==> config.mk <==
export PLATFORM = sky130hd
export DESIGN_NAME = seven_seg_scan
export DESIGN_NICKNAME = d
export VERILOG_FILES = /design/src/rtl/seven_seg_pkg.sv /design/src/rtl/seven_seg_glyph.sv /design/src/rtl/seven_seg_scan.sv
export SDC_FILE = /design/constraint.sdc
export NUM_CORES = 1
export LEC_CHECK = 0
export CAP_MARGIN = 40
export CORE_MARGIN = 2
export CORE_UTILIZATION = 50
export DETAILED_ROUTE_END_ITERATION = 8
export PLACE_DENSITY = 0.69
export SETUP_SLACK_MARGIN = 0.05
export SKIP_LAST_GASP = 1
export SYNTH_ARGS = -nofsm -noshare
export SYNTH_HDL_FRONTEND = slang
export SYNTH_HIERARCHICAL = 1
export SYNTH_SLANG_ARGS = --single-unit
==> constraint.sdc <==
create_clock -name clk -period 3.7 [get_ports clk]
set_input_delay 0.925 -clock clk [delete_from_list [all_inputs] [get_ports clk]]
set_output_delay 0.925 -clock clk [all_outputs]
set_load 0.02 [all_outputs]
==> src/rtl/seven_seg_pkg.sv <==
// seven_seg_pkg: shared code widths, special codes and glyph patterns for the seven-segment driver
package seven_seg_pkg;
  localparam int CODE_W = 5;
  localparam logic [CODE_W-1:0] CODE_DASH = 5'd16;
  localparam logic [CODE_W-1:0] CODE_BLANK = 5'd17;
  localparam logic [6:0] SEG_OFF = 7'b1111111;
  localparam logic [6:0] SEG_DASH = 7'b1111110;
  localparam logic [15:0][6:0] GLYPHS = {
    7'b0111000, 7'b0010000, 7'b1000010, 7'b0110001,
    7'b1100000, 7'b0000010, 7'b0000100, 7'b0000000,
    7'b0001111, 7'b0100000, 7'b0100100, 7'b1001100,
    7'b0000110, 7'b0010010, 7'b1001111, 7'b0000001
  };
endpackage

==> src/rtl/seven_seg_glyph.sv <==
// seven_seg_glyph: 5-bit glyph code to active-low segment pattern (a..g = bit6..bit0)
module seven_seg_glyph
  import seven_seg_pkg::*;
(
  input  logic [CODE_W-1:0] code,
  output logic [6:0]        seg
);
  always_comb seg = !code[4] ? GLYPHS[code[3:0]] : code == CODE_DASH ? SEG_DASH : SEG_OFF;
endmodule

==> src/rtl/seven_seg_scan.sv <==
// seven_seg_scan: multiplexed N-digit common-anode driver with dead-time, blink, blank, LZ suppression and frame-aligned load
module seven_seg_scan
  import seven_seg_pkg::*;
#(
  parameter int NUM_DIGITS  = 4,
  parameter int REFRESH_DIV = 50000,
  parameter int DEAD_CYC    = 2,
  parameter int BLINK_DIV   = 25000000
) (
  input  logic                         clk,
  input  logic                         rst,
  input  logic                         load_req,
  output logic                         load_ack,
  input  logic [CODE_W*NUM_DIGITS-1:0] digits_in,
  input  logic [NUM_DIGITS-1:0]        blank_in,
  input  logic [NUM_DIGITS-1:0]        blink_in,
  input  logic                         lz_en,
  output logic [6:0]                   seg_out,
  output logic [NUM_DIGITS-1:0]        an_out,
  output logic                         frame_start
);
  localparam int SW = REFRESH_DIV > 1 ? $clog2(REFRESH_DIV) : 1;
  localparam int IW = NUM_DIGITS > 1 ? $clog2(NUM_DIGITS) : 1;
  localparam int BW = BLINK_DIV > 1 ? $clog2(BLINK_DIV) : 1;
  logic [SW-1:0] slot_q, slot_d;
  logic [IW-1:0] idx_q, idx_d;
  logic [BW-1:0] bcnt_q, bcnt_d;
  logic phase_q, phase_d;
  logic [CODE_W-1:0] code_q [NUM_DIGITS];
  logic [CODE_W-1:0] code_d [NUM_DIGITS];
  logic [NUM_DIGITS-1:0] blank_q, blank_d, blink_q, blink_d, an_q, an_d, sup;
  logic [6:0] seg_q, seg_d, glyph_seg;
  logic ack_q, ack_d, frame_q, frame_d, slot_end, bound, load, bend, zero_above;
  seven_seg_glyph u_glyph (.code(code_q[idx_q]), .seg(glyph_seg));
  always_comb begin
    slot_end = slot_q == SW'(REFRESH_DIV - 1);
    bound = slot_end && idx_q == IW'(NUM_DIGITS - 1);
    slot_d = slot_end ? '0 : slot_q + 1'b1;
    idx_d = bound ? '0 : slot_end ? idx_q + 1'b1 : idx_q;
    bend = bcnt_q == BW'(BLINK_DIV - 1);
    bcnt_d = bend ? '0 : bcnt_q + 1'b1;
    phase_d = phase_q ^ bend;
    load = bound & load_req;
    ack_d = load;
    frame_d = bound;
    blank_d = load ? blank_in : blank_q;
    blink_d = load ? blink_in : blink_q;
    zero_above = 1'b1;
    for (int i = NUM_DIGITS - 1; i >= 0; i--) begin
      code_d[i] = load ? digits_in[i*CODE_W +: CODE_W] : code_q[i];
      zero_above = zero_above & (code_q[i] == '0);
      sup[i] = zero_above & (i != 0);
    end
    an_d = slot_q < SW'(DEAD_CYC) ? '1 : ~(NUM_DIGITS'(1) << idx_q);
    seg_d = blank_q[idx_q] | (blink_q[idx_q] & phase_q) | (lz_en & sup[idx_q]) ? SEG_OFF : glyph_seg;
  end
  always_ff @(posedge clk) begin
    if (rst) begin
      slot_q <= '0;
      idx_q <= '0;
      bcnt_q <= '0;
      phase_q <= 1'b0;
      code_q <= '{default: '0};
      blank_q <= '1;
      blink_q <= '0;
      an_q <= '1;
      seg_q <= SEG_OFF;
      ack_q <= 1'b0;
      frame_q <= 1'b0;
    end else begin
      slot_q <= slot_d;
      idx_q <= idx_d;
      bcnt_q <= bcnt_d;
      phase_q <= phase_d;
      code_q <= code_d;
      blank_q <= blank_d;
      blink_q <= blink_d;
      an_q <= an_d;
      seg_q <= seg_d;
      ack_q <= ack_d;
      frame_q <= frame_d;
    end
  end
  assign seg_out = seg_q;
  assign an_out = an_q;
  assign load_ack = ack_q;
  assign frame_start = frame_q;
endmodule

# == Word-level counts from Yosys, hierarchy flattened ==
# Memories as Yosys holds them, arrays and structs flattened.
# Cells that the tools add are included.
# word_totals
regBits,85
input_bits,32
output_inout_bits,13
mem_bits_ro,112
word_cells,58
memories,1
# memory_table
memory,depth,word_bits,read_ports,rd_ports_with_merged_regs,write_ports,line,source
(name not given),16,7,1,0,0,seven_seg_glyph.sv:8,always_comb seg = !code[4] ? GLYPHS[code[3:0]] : code == CODE_DASH ? SEG_DASH : SEG_OFF;
# classes
add_sub_neg,3
eq_ne,4
n_bitwise,10
muxes,12
magnitude_cmp,4
n_reduce_logical,9
shifts,1
# ops
op,n
$add 25x1->25 const B,1
$eq 25x25->1 const B,1
$add 16x1->16 const B,1
$eq 16x16->1 const B,1
$lt 16x2->1 const B,1
$logic_not 5->1,3
$mux 7,2
$bmux 5 s2,1
$mux 5,2
$reduce_or 2->1,5
$bmux 1 s2,3
$and 1x1->1,5
$eq 5x5->1 const B,1
$lt 4x5->1 const B,1
$mux 1,4
$not 4->4,1
$shl 1x2->4 const A,1
$ge 3x3->1 const B,1
$lt 2x3->1 const B,1
$not 2->3,1
$add 2x1->2 const B,1
$eq 2x2->1 const B,1
$or 1x1->1,2
$logic_and 1x1->1,1
$xor 1x1->1,1

# == Longest topological paths before layout ==
# Gate-level depths: netlist of run 1.
# logic_depth
word_depth,8
mapped_depth,9
ltp_nobuf,8

# == Hierarchy ==
# Netlist of run 1, hierarchy kept.
# modules_own_cells
mod,area_each_um2,instances,cells_each
seven_seg_scan,3679.8,1,415
seven_seg_glyph,285.3,1,38

# == Worst setup path before layout of run 1 ==
# OpenSTA, ideal clock, no wires.
# synth_path
path_type,flip-flop to flip-flop
startpoint,register idx_q[0]
endpoint,register seg_q[1] (netlist: seg_out[1])
n_path_buf,1
period_less_slack_ns,2.642
path_stages_with_launch,10
setup_slack_ns,1.058
t_required_ns,3.571
t_arrival_ns,2.513
setup_time_ns,0.129
cell_sequence,dfxtp_1 -> buf_1 -> mux4_2 -> inv_1 -> ha_1 -> inv_1 -> mux4_2 -> or2_1 -> nor2_1 -> o21ai_0
# synth_between
elab_chain_len,7
elab_cells_between_ends,18
cone_classes,11 x mux; 5 x bitwise; 1 x reduce/logical; 1 x memory
# synth_lines
item,line,source
"start, declared",seven_seg_scan.sv:26,"logic [IW-1:0] idx_q, idx_d;"
"start signal, assigned",seven_seg_scan.sv:72,idx_q <= idx_d;
$not 2->3 (not written as such) *,seven_seg_scan.sv:34,"seven_seg_glyph u_glyph (.code(code_q[idx_q]), .seg(glyph_seg));"
$bmux 5 s2 *,seven_seg_scan.sv:34,
$mux 5 (not written as such) * (2 in series),seven_seg_scan.sv:34,
$mem_v2 16x7,-,
$mux 7 (not written as such),seven_seg_glyph.sv:8,
$mux 7 *,seven_seg_glyph.sv:8,
net glyph_seg[1],seven_seg_scan.sv:32,"logic [6:0] seg_q, seg_d, glyph_seg;"
"end signal, assigned",seven_seg_scan.sv:79,seg_q <= seg_d;
"end, declared",seven_seg_scan.sv:32,
# The timed path passes the listed nets; every way through them passes the cells marked *. The select of a mux whose other input is x is not followed.
# A chain may end at the register's enable or synchronous reset.

# == Worst setup path in the final report of run 1 ==
# Ends and elaborated chain as after synthesis.

==> flow_metrics.env, run 1 <==
export IMPL_outcome="finished clean"
export IMPL_stdcell_area_um2=4660
export IMPL_worst_path_max_fanout=13
export IMPL_syn_cell_area_um2=3970
export IMPL_rsz0062_at_grt="false"
export IMPL_swShare_pct=20.7
export IMPL_drcViolationCount=0
export IMPL_crit_required_ns=3.91
export IMPL_fp_row_count=32
export IMPL_grt_ovfl_total=0
export IMPL_hp_start="bcnt_q[0]"
export IMPL_drive_gt1_share_pct=6.75
export IMPL_period_minus_slack_ns=2.76
export IMPL_die_x_um=93.1
export IMPL_grt_pass1_wl_mm=14.8
export IMPL_cts_tree="yes"
export IMPL_antenna_cells=0
export IMPL_internal_power_mw=1.34
export IMPL_crit_arrival_ns=2.97
export IMPL_fin_skew_ns=0.00674
export IMPL_ys_seq_area_share_pct=42.9
export IMPL_dp_hpwl_mm=6.08
export IMPL_grt_antenna_before_repair=0
export IMPL_ys_types=43
export IMPL_dpl_cell_area_um2=4460
export IMPL_dr_pass1_iters=5
export IMPL_dp_cells=575
export IMPL_pwr_share_comb_pct=4.0
export IMPL_drv_cap=0
export IMPL_io_pins=45
export IMPL_start_util_pct=51.6
export IMPL_r2r_start="idx_q[0]"
export IMPL_synthTopCellsByArea="dfxtp_1 43%, nand3_1 5.4%, o21ai_0 5.4%, a21oi_1 5.0%, mux4_2 4.5%"
export IMPL_hold_buffers=0
export IMPL_yosys_register_bits=85
export IMPL_cp_start_kind="register"
export IMPL_synth_top_area_share_pct=42.9
export IMPL_synth_nets=497
export IMPL_slowest_stage="dfxtp_1"
export IMPL_h_tree_depth=3
export IMPL_powerDensity_nw_per_um2=362
export IMPL_synth_ff_type="dfxtp_1"
export IMPL_hold_path_depth=1
export IMPL_max_stage_delay_ns=0.74
export IMPL_port_buffers=44
export IMPL_cts_sink_count=85
export IMPL_routed_via_density=5.78
export IMPL_critPathKind="register to register"
export IMPL_core_area_um2=7690
export IMPL_cts_resized=0
export IMPL_finalSetupViolations=0
export IMPL_slew_violations=0
export IMPL_hold_slack_ns=0.465
export IMPL_syn_area_per_cell_um2=8.75
export IMPL_grt_pass1_vias=3184
export IMPL_final_nets=528
export IMPL_drtAntennaViolNets=0
export IMPL_grtUsageTotal_pct=21.3
export IMPL_rr_endpoint="seg_out[1]"
export IMPL_p_seq_share_pct=55.0
export IMPL_max_freq_mhz=362
export IMPL_worstSetupEndpointType="register"
export IMPL_synth_largest_area_cell="dfxtp_1"
export IMPL_finalHoldViolations=0
export IMPL_path_clk_slew_ns=0.08
export IMPL_die_y_um=93.1
export IMPL_wire_per_inst_um=15.0
export IMPL_maxSlewHeadroom_pct=49.7
export IMPL_grt_max_degree=33
export IMPL_cts_setup_buffers=0
export IMPL_rr_worst_depth=8
export IMPL_fin_cells=591
export IMPL_clkPwrFrac_pct=41.1
export IMPL_synth_edf_count=0
export IMPL_cts_inserted_buffers=9
export IMPL_async_flop_share_pct=0
export IMPL_clock_latency_ns=0.35
export IMPL_p_leak_nw=1.59
export IMPL_num_vias=3416
export IMPL_ys_warn_count=6
export IMPL_min_to="bcnt_q[0]"
export IMPL_syn_inst=453
export IMPL_tns_ns=0
export IMPL_dieArea_um2=8660
export IMPL_hold_class="register to register"
export IMPL_r2r_setup_slack_ns=0.94
export IMPL_ir_worst_vdd_uv=213
export IMPL_place_gp_congestion=0.834
export IMPL_path_cells="mux4_2 -> inv_1 -> ha_1 -> inv_1 -> mux4_2 -> or2_1 -> nor2_1 -> o21ai_0"
export IMPL_p_switching_uw=350
export IMPL_drt_initial_drc_count=211
export IMPL_wl_mm=8.89
export IMPL_clock_path_buffers=2
export IMPL_finalCritPeriodShare_pct=74.6
export IMPL_tightestPinTransition_ns=0.753
export IMPL_clockRootBuffer="clkbuf_8"
export IMPL_area_growth_pct=17.6
## registers in the layout, summed over array words and instances (netlist names)
signal and cells:
load_ack 1, phase_q 1, blink_q 4, bcnt_q 25
an_out 4, blank_q 4, frame_start 1, seg_out 7
code_q 20, slot_q 16, idx_q 2
## metal layers
| metal | vias to the layer above | global-route usage, % | wire length (um) |
|---|---|---|---|
| li1 | 1696 | - | - |
| met1 | 1618 | 27.4 | 4000 |
| met2 | 86 | 35.8 | 4340 |
| met3 | 16 | 3.38 | 386 |
| met4 | 0 | 8.70 | 167 |
| met5 | - | 0 | 0 |
## cell families after synthesis
kind of cell / Yosys count / synth area share, %
simple gates: 179 / 24.2
compound gates: 103 / 14.6
flops: 85 / 42.9
buf+inv: 39 / 3.91
xor+xnor: 26 / 5.74
fa+ha+maj: 12 / 3.79
mux: 9 / 4.80
## final cells by class
type	instances	area (um2)
inverters	11	41.3
repair buffers	48	470
clock inverters	5	75.1
clock buffers	11	131
well taps	102	128
multi-input cells	329	2120
flip-flops and latches	85	1700
fillers	711	3020
## worst max path at each step
stage,start,end,slack [ns],cells past startpoint
3_5_place_dp,idx_q[0],seg_out[1],0.94,8
3_3_place_gp,idx_q[0],seg_out[1],1.07,8
5_1_grt,idx_q[0],seg_out[1],0.73,8
2_1_floorplan,idx_q[0],seg_out[1],1.06,9
6_report,idx_q[0],seg_out[1],0.94,8
4_1_cts,idx_q[0],seg_out[1],0.93,8
## metrics by stage
step / setup WS (ns) / power, mW / util, %
after floorplan: 1.06 / 0.972 / -
after global placement: 1.07 / 1.02 / 58.0
after detailed placement: 0.943 / 1.02 / 58.0
after CTS: 0.933 / 1.71 / 60.7
after global routing: 0.733 / 1.75 / 60.7
final: 0.938 / 1.69 / 60.7
## layout by cell type (no fill, tap or decap), types with 10 or more instances in the layout
master / instances
inv_1: 11
a21oi_1: 40
o21ai_0: 43
nand4_1: 12
nand2_1: 21
ha_1: 12
clkdlybuf4s50_1: 44
dfxtp_1: 85
xor2_1: 18
and3_1: 10
nand3_1: 43
nor2_1: 41
## critical path, delay by kind of cell (launching register included)
family | cells | cell delay (ns)
adder cells (fa/ha/maj) | 1 | 0.21
flip-flops | 1 | 0.74
buffers and inverters | 2 | 0.22
AO/OA/AOI/OAI | 1 | 0.08
multiplexers | 2 | 1.07
AND/OR/NAND/NOR | 2 | 0.30
## power by group through the flow
stage               combinational, mW  sequential [mW]  clock [mW]
floorplan                      0.0253            0.947           0
global placement               0.0669            0.948           0
detailed placement             0.0671            0.949           0
CTS                            0.0678            0.927       0.712
global route                   0.0732            0.928       0.746
finish                         0.0673            0.927       0.693
## cell usage after synthesis, types with 7 or more instances
library cell,n
xor2_1,18
o21ai_0,43
inv_1,11
ha_1,12
nand4_1,12
nor2_1,41
nand3_1,43
or3_1,9
xnor2_1,8
nand2_1,21
or4_1,8
a21oi_1,40
mux4_2,8
and3_1,10
and4_1,8
dfxtp_1,85
clkbuf_1,20
buf_2,7
No activity file was read; power rests on OpenSTA's default activity.
==> run 2, diff against run 1 <==
--- a/config.mk
+++ b/config.mk
@@ -9,7 +9,7 @@
 export CORE_MARGIN = 2
 export CORE_UTILIZATION = 50
 export DETAILED_ROUTE_END_ITERATION = 8
-export PLACE_DENSITY = 0.69
+export PLACE_DENSITY = 0.72
 export SETUP_SLACK_MARGIN = 0.05
 export SKIP_LAST_GASP = 1
 export SYNTH_ARGS = -nofsm -noshare
==> constraint.sdc (replaced) <==
create_clock -name clk -period 2.4 [get_ports clk]
set_input_delay 0.6 -clock clk [delete_from_list [all_inputs] [get_ports clk]]
set_output_delay 0.6 -clock clk [all_outputs]
set_load 0.02 [all_outputs]
==> run 2 against run 1 <==
Routed wire length down 3.2%; final cell count up 1.4%; first-iteration DRC count down 15%; critical endpoint is now seg_out[6]; largest power group unchanged.
==> flow_metrics.env, run 2 (same netlist as run 1, synthesis figures left out) <==
export IMPL_finalSetupViolations=0
export IMPL_tns_ns=0
export IMPL_die_y_um=93.1
export IMPL_largest_register_ffs=25
export IMPL_wire_per_inst_um=14.4
export IMPL_fillers=692
export IMPL_hold_class="register to register"
export IMPL_core_area_um2=7690
export IMPL_p_switching_uw=527
export IMPL_dieArea_um2=8660
export IMPL_grtUsageMet2_pct=36.6
export IMPL_cts_inserted_buffers=9
export IMPL_crit_arrival_ns=2.49
export IMPL_io_pins=45
export IMPL_drv_cap=0
export IMPL_drcViolationCount=0
export IMPL_p_seq_share_pct=54.5
export IMPL_h_tree_depth=3
export IMPL_internal_power_mw=2.09
export IMPL_final_cell_mix="84 x dfxtp_1, 44 x clkdlybuf4s50_1, 43 x o21ai_0, 43 x nand3_1, 41 x nor2_1"
export IMPL_utilization_pct=62.0
export IMPL_fp_row_count=32
export IMPL_cp_start_kind="register"
export IMPL_grt_max_degree=30
export IMPL_slew_violations=0
export IMPL_max_freq_mhz=442
export IMPL_ir_worst_vdd_uv=361
export IMPL_place_gp_congestion=0.836
export IMPL_num_vias=3400
export IMPL_routed_via_density=5.68
export IMPL_clock_path_buffers=2
export IMPL_clock_latency_ns=0.35
export IMPL_top_regs="bcnt_q x25, code_q x20, slot_q x16"
export IMPL_port_buffers=44
export IMPL_grt_use_met1_pct=25.0
export IMPL_start_util_pct=51.6
export IMPL_grtUsageTotal_pct=20.8
export IMPL_pwr_share_comb_pct=4.1
export IMPL_area_growth_pct=20.3
export IMPL_final_nets=537
export IMPL_drive_gt1_share_pct=9.26
export IMPL_drtAntennaViolNets=0
export IMPL_swShare_pct=20.2
export IMPL_crit_required_ns=2.62
export IMPL_dp_hpwl_mm=6.20
export IMPL_grt_ovfl_total=0
export IMPL_fin_skew_ns=0.00768
export IMPL_worstSetupEndpointType="register"
export IMPL_wl_mm=8.60
export IMPL_maxSlewHeadroom_pct=61.6
export IMPL_clkPwrFrac_pct=41.3
export IMPL_rsz0062_at_grt="true"
export IMPL_die_x_um=93.1
export IMPL_powerDensity_nw_per_um2=549
export IMPL_drt_initial_drc_count=179
export IMPL_finalHoldViolations=0
export IMPL_top_usage_layer="met2"
export IMPL_stdcell_area_um2=4770
export IMPL_antenna_cells=0
export IMPL_regMostFlops="bcnt_q"
export IMPL_cts_sink_count=85
export IMPL_period_minus_slack_ns=2.26
export IMPL_tightestPinTransition_ns=0.571
export IMPL_grt_pass1_vias=3245
export IMPL_hold_buffers=0
export IMPL_grt_util_met3_pct=5.40
export IMPL_grt_antenna_before_repair=0
export IMPL_final_common_cell="dfxtp_1"
export IMPL_multi_input_area_um2=2120
export IMPL_clockRootBuffer="clkbuf_8"
export IMPL_dpl_cell_area_um2=4550
export IMPL_finalCritPeriodShare_pct=94.4
export IMPL_dr_pass1_iters=4
export IMPL_path_clk_slew_ns=0.08
export IMPL_critPathKind="register to register"
export IMPL_worst_path_max_fanout=4
export IMPL_p_leak_nw=1.64
export IMPL_grt_pass1_wl_mm=14.6
export IMPL_area_sequential_um2=1700
export IMPL_cts_tree="yes"
export IMPL_outcome="finished clean"
run 2: routing by layer:
| layer | part of all wire (%) | wire, um |
|---|---|---|
| met2 | 50 | 4300 |
| met4 | 1.4 | 118 |
| met5 | 0 | 0 |
| met3 | 4.6 | 396 |
| met1 | 44 | 3780 |
run 2: worst paths after layout:
check	start	end	slack, ns	cells after the start
max	idx_q[0]	seg_out[6]	0.14	7
min	bcnt_q[0]	bcnt_q[0]	0.48	1
max reg2reg	idx_q[0]	seg_out[6]	0.14	7
min reg2reg	bcnt_q[0]	bcnt_q[0]	0.48	1
run 2: power groups by stage:
stage	Clock, mW	Combinational [mW]	Sequential [mW]
global route	1.16	0.118	1.43
floorplan	0	0.0390	1.46
detailed placement	0	0.108	1.46
CTS	1.11	0.109	1.43
global placement	0	0.106	1.46
finish	1.08	0.108	1.43
run 2: repair_timing:
| action | 4_1_cts | 5_1_grt |
|---|---|---|
| setup endpoints to repair | 0 | 6 |
| gates resized for setup | 0 | 4 |
| buffers inserted | 0 | 0 |
run 2: layout make-up:
cell class / instances / share of cell area (%)
clock buffers: 11 / 2.97
clock inverters: 4 / 1.52
inverters: 11 / 0.866
multi-input cells: 329 / 44.5
flip-flops and latches: 85 / 35.7
well taps: 102 / 2.68
repair buffers: 57 / 11.8
run 2: per-stage QoR:
stage,cells,power (mW),setup WS (ns),hold slack [ns]
floorplan,453,1.50,0.0634,0.426
global placement,584,1.57,0.152,0.439
detailed placement,584,1.57,0.0945,0.461
CTS,599,2.64,0.0810,0.477
global route,599,2.71,0.0341,0.507
finish,599,2.62,0.136,0.476
run 2: critical path: stages, from the launching register on:
cell,delay [ns]
dfxtp_2,0.38
mux4_2,0.57
ha_1,0.27
nor2b_1,0.16
a2111oi_0,0.49
a31oi_1,0.08
nor2_1,0.12
o21ai_0,0.08
==> run 3, diff against run 2 <==
--- a/config.mk
+++ b/config.mk
@@ -6,7 +6,6 @@
 export NUM_CORES = 1
 export LEC_CHECK = 0
 export CAP_MARGIN = 40
-export CORE_MARGIN = 2
 export CORE_UTILIZATION = 50
 export DETAILED_ROUTE_END_ITERATION = 8
 export PLACE_DENSITY = 0.72
==> run 3 against run 2 <==
Core utilization is essentially flat; combinational power about the same; count of clock-buffer cells in the layout increased by 2; sequential share of layout area about the same; total power decreased by 1.6%; die area is 4.3% lower; routed wire length down 0.33%; clock skew increased by 0.0012 ns; global-route usage increased by 0.73 points; cell area barely moved; maximum frequency is essentially flat; critical path type unchanged; largest cell class unchanged; largest power group unchanged.
==> flow_metrics.env, run 3 (same netlist as run 1, synthesis figures left out) <==
export IMPL_tns_ns=0
export IMPL_grt_pass1_vias=3197
export IMPL_grt_antenna_before_repair=0
export IMPL_max_freq_mhz=442
export IMPL_final_common_cell="dfxtp_1"
export IMPL_path_clk_slew_ns=0.08
export IMPL_largest_register_ffs=25
export IMPL_clock_path_buffers=2
export IMPL_hold_slack_ns=0.467
export IMPL_cp_start_kind="register"
export IMPL_antenna_cells=0
export IMPL_r2r_start="idx_q[0]"
export IMPL_area_growth_pct=20.2
export IMPL_drv_cap=0
export IMPL_core_area_um2=7690
export IMPL_grt_pass1_wl_mm=14.5
export IMPL_rr_endpoint="seg_out[1]"
export IMPL_wire_per_inst_um=14.3
export IMPL_cts_tree="yes"
export IMPL_dp_hpwl_mm=6.12
export IMPL_cts_sink_count=85
export IMPL_crit_required_ns=2.62
export IMPL_powerDensity_nw_per_um2=540
export IMPL_dieArea_um2=8290
export IMPL_fin_skew_ns=0.00892
export IMPL_wl_mm=8.57
export IMPL_h_tree_depth=3
export IMPL_worst_path_max_fanout=4
export IMPL_rsz0062_at_grt="true"
export IMPL_num_vias=3398
export IMPL_final_cell_mix="84 x dfxtp_1, 44 x clkdlybuf4s50_1, 43 x o21ai_0, 43 x nand3_1, 41 x nor2_1"
export IMPL_hold_path_depth=1
export IMPL_finalCritPeriodShare_pct=94.3
export IMPL_hp_start="bcnt_q[0]"
export IMPL_utilization_pct=62.0
export IMPL_finalHoldViolations=0
export IMPL_maxSlewHeadroom_pct=64.0
export IMPL_ir_worst_vdd_uv=382
export IMPL_crit_arrival_ns=2.48
export IMPL_fp_row_count=32
export IMPL_worstSetupEndpointType="register"
export IMPL_drt_initial_drc_count=134
export IMPL_start_util_pct=51.6
export IMPL_cts_setup_buffers=0
export IMPL_top_regs="bcnt_q x25, code_q x20, slot_q x16"
export IMPL_finalSetupViolations=0
export IMPL_p_leak_nw=1.64
export IMPL_tightestPinTransition_ns=0.536
export IMPL_die_y_um=91.1
export IMPL_clock_latency_ns=0.35
export IMPL_dr_pass1_iters=5
export IMPL_regMostFlops="bcnt_q"
export IMPL_period_minus_slack_ns=2.26
export IMPL_critPathKind="register to register"
export IMPL_final_nets=537
export IMPL_drcViolationCount=0
export IMPL_outcome="finished clean"
export IMPL_slew_violations=0
export IMPL_io_pins=45
export IMPL_place_gp_congestion=0.809
export IMPL_drtAntennaViolNets=0
export IMPL_port_buffers=44
export IMPL_clockRootBuffer="clkbuf_8"
export IMPL_hold_class="register to register"
export IMPL_grt_ovfl_total=0
export IMPL_drive_gt1_share_pct=9.04
export IMPL_grt_max_degree=29
export IMPL_routed_via_density=5.66
export IMPL_r2r_setup_slack_ns=0.14
export IMPL_cts_inserted_buffers=9
export IMPL_die_x_um=91.1
export IMPL_grtUsageTotal_pct=21.6
export IMPL_rr_worst_depth=8
export IMPL_min_to="bcnt_q[0]"
-- run 3: cell count changes in the layout (fill, tap and decap cells not counted), sizes merged --
cell | before | now
bufinv | 2 | 1
clkbuf | 11 | 13
-- run 3: through the flow --
step	std cells	worst slack [ns]	cell area (um2)	total power [mW]
after floorplan	453	0.0634	3970	1.50
after detailed placement	584	0.0806	4550	1.57
after CTS	600	0.0720	4760	2.61
after global placement	584	0.151	4550	1.57
final	600	0.136	4770	2.58
after global routing	600	-0.00602	4770	2.68
-- run 3: worst max path at each step --
stage                     startpoint         end  cells after the start
final                       idx_q[0]  seg_out[1]                      8
after global placement      idx_q[0]  seg_out[1]                      8
after global routing        idx_q[0]  seg_out[1]                      8
after CTS                   idx_q[0]  seg_out[1]                      8
after detailed placement    idx_q[0]  seg_out[1]                      8
after floorplan             idx_q[0]  seg_out[1]                      9
-- run 3: layer usage --
metal	global-route usage, %	share of wire (%)
met1	25.3	44
met2	39.1	50
met3	5.70	4.5
met4	5.03	1.1
met5	0	0
-- run 3: cell type report --
cell class	count	area (um2)
fillers	687	2920
multi-input cells	329	2120
flip-flops and latches	85	1700
repair buffers	57	563
clock buffers	13	169
well taps	102	128
clock inverters	3	42.5
inverters	11	41.3
-- run 3: where the power goes --
part           switching (mW)  internal (mW)
clock network           0.475          0.565
logic                  0.0454         0.0627
registers             0.00833           1.42
-- run 3: critical path, cell delays in order (launching register included) --
cell and delay, ns:
dfxtp_2 0.38, mux4_2 0.55, inv_1 0.16, ha_1 0.20, inv_1 0.05, mux4_2 0.43, or2_1 0.21, nor2_1 0.09
o21ai_0 0.07
-- run 3: repair_timing --
action / CTS / global route
resized for setup: 0 / 2
hold buffers: 0 / 0
setup endpoints to repair: 0 / 16
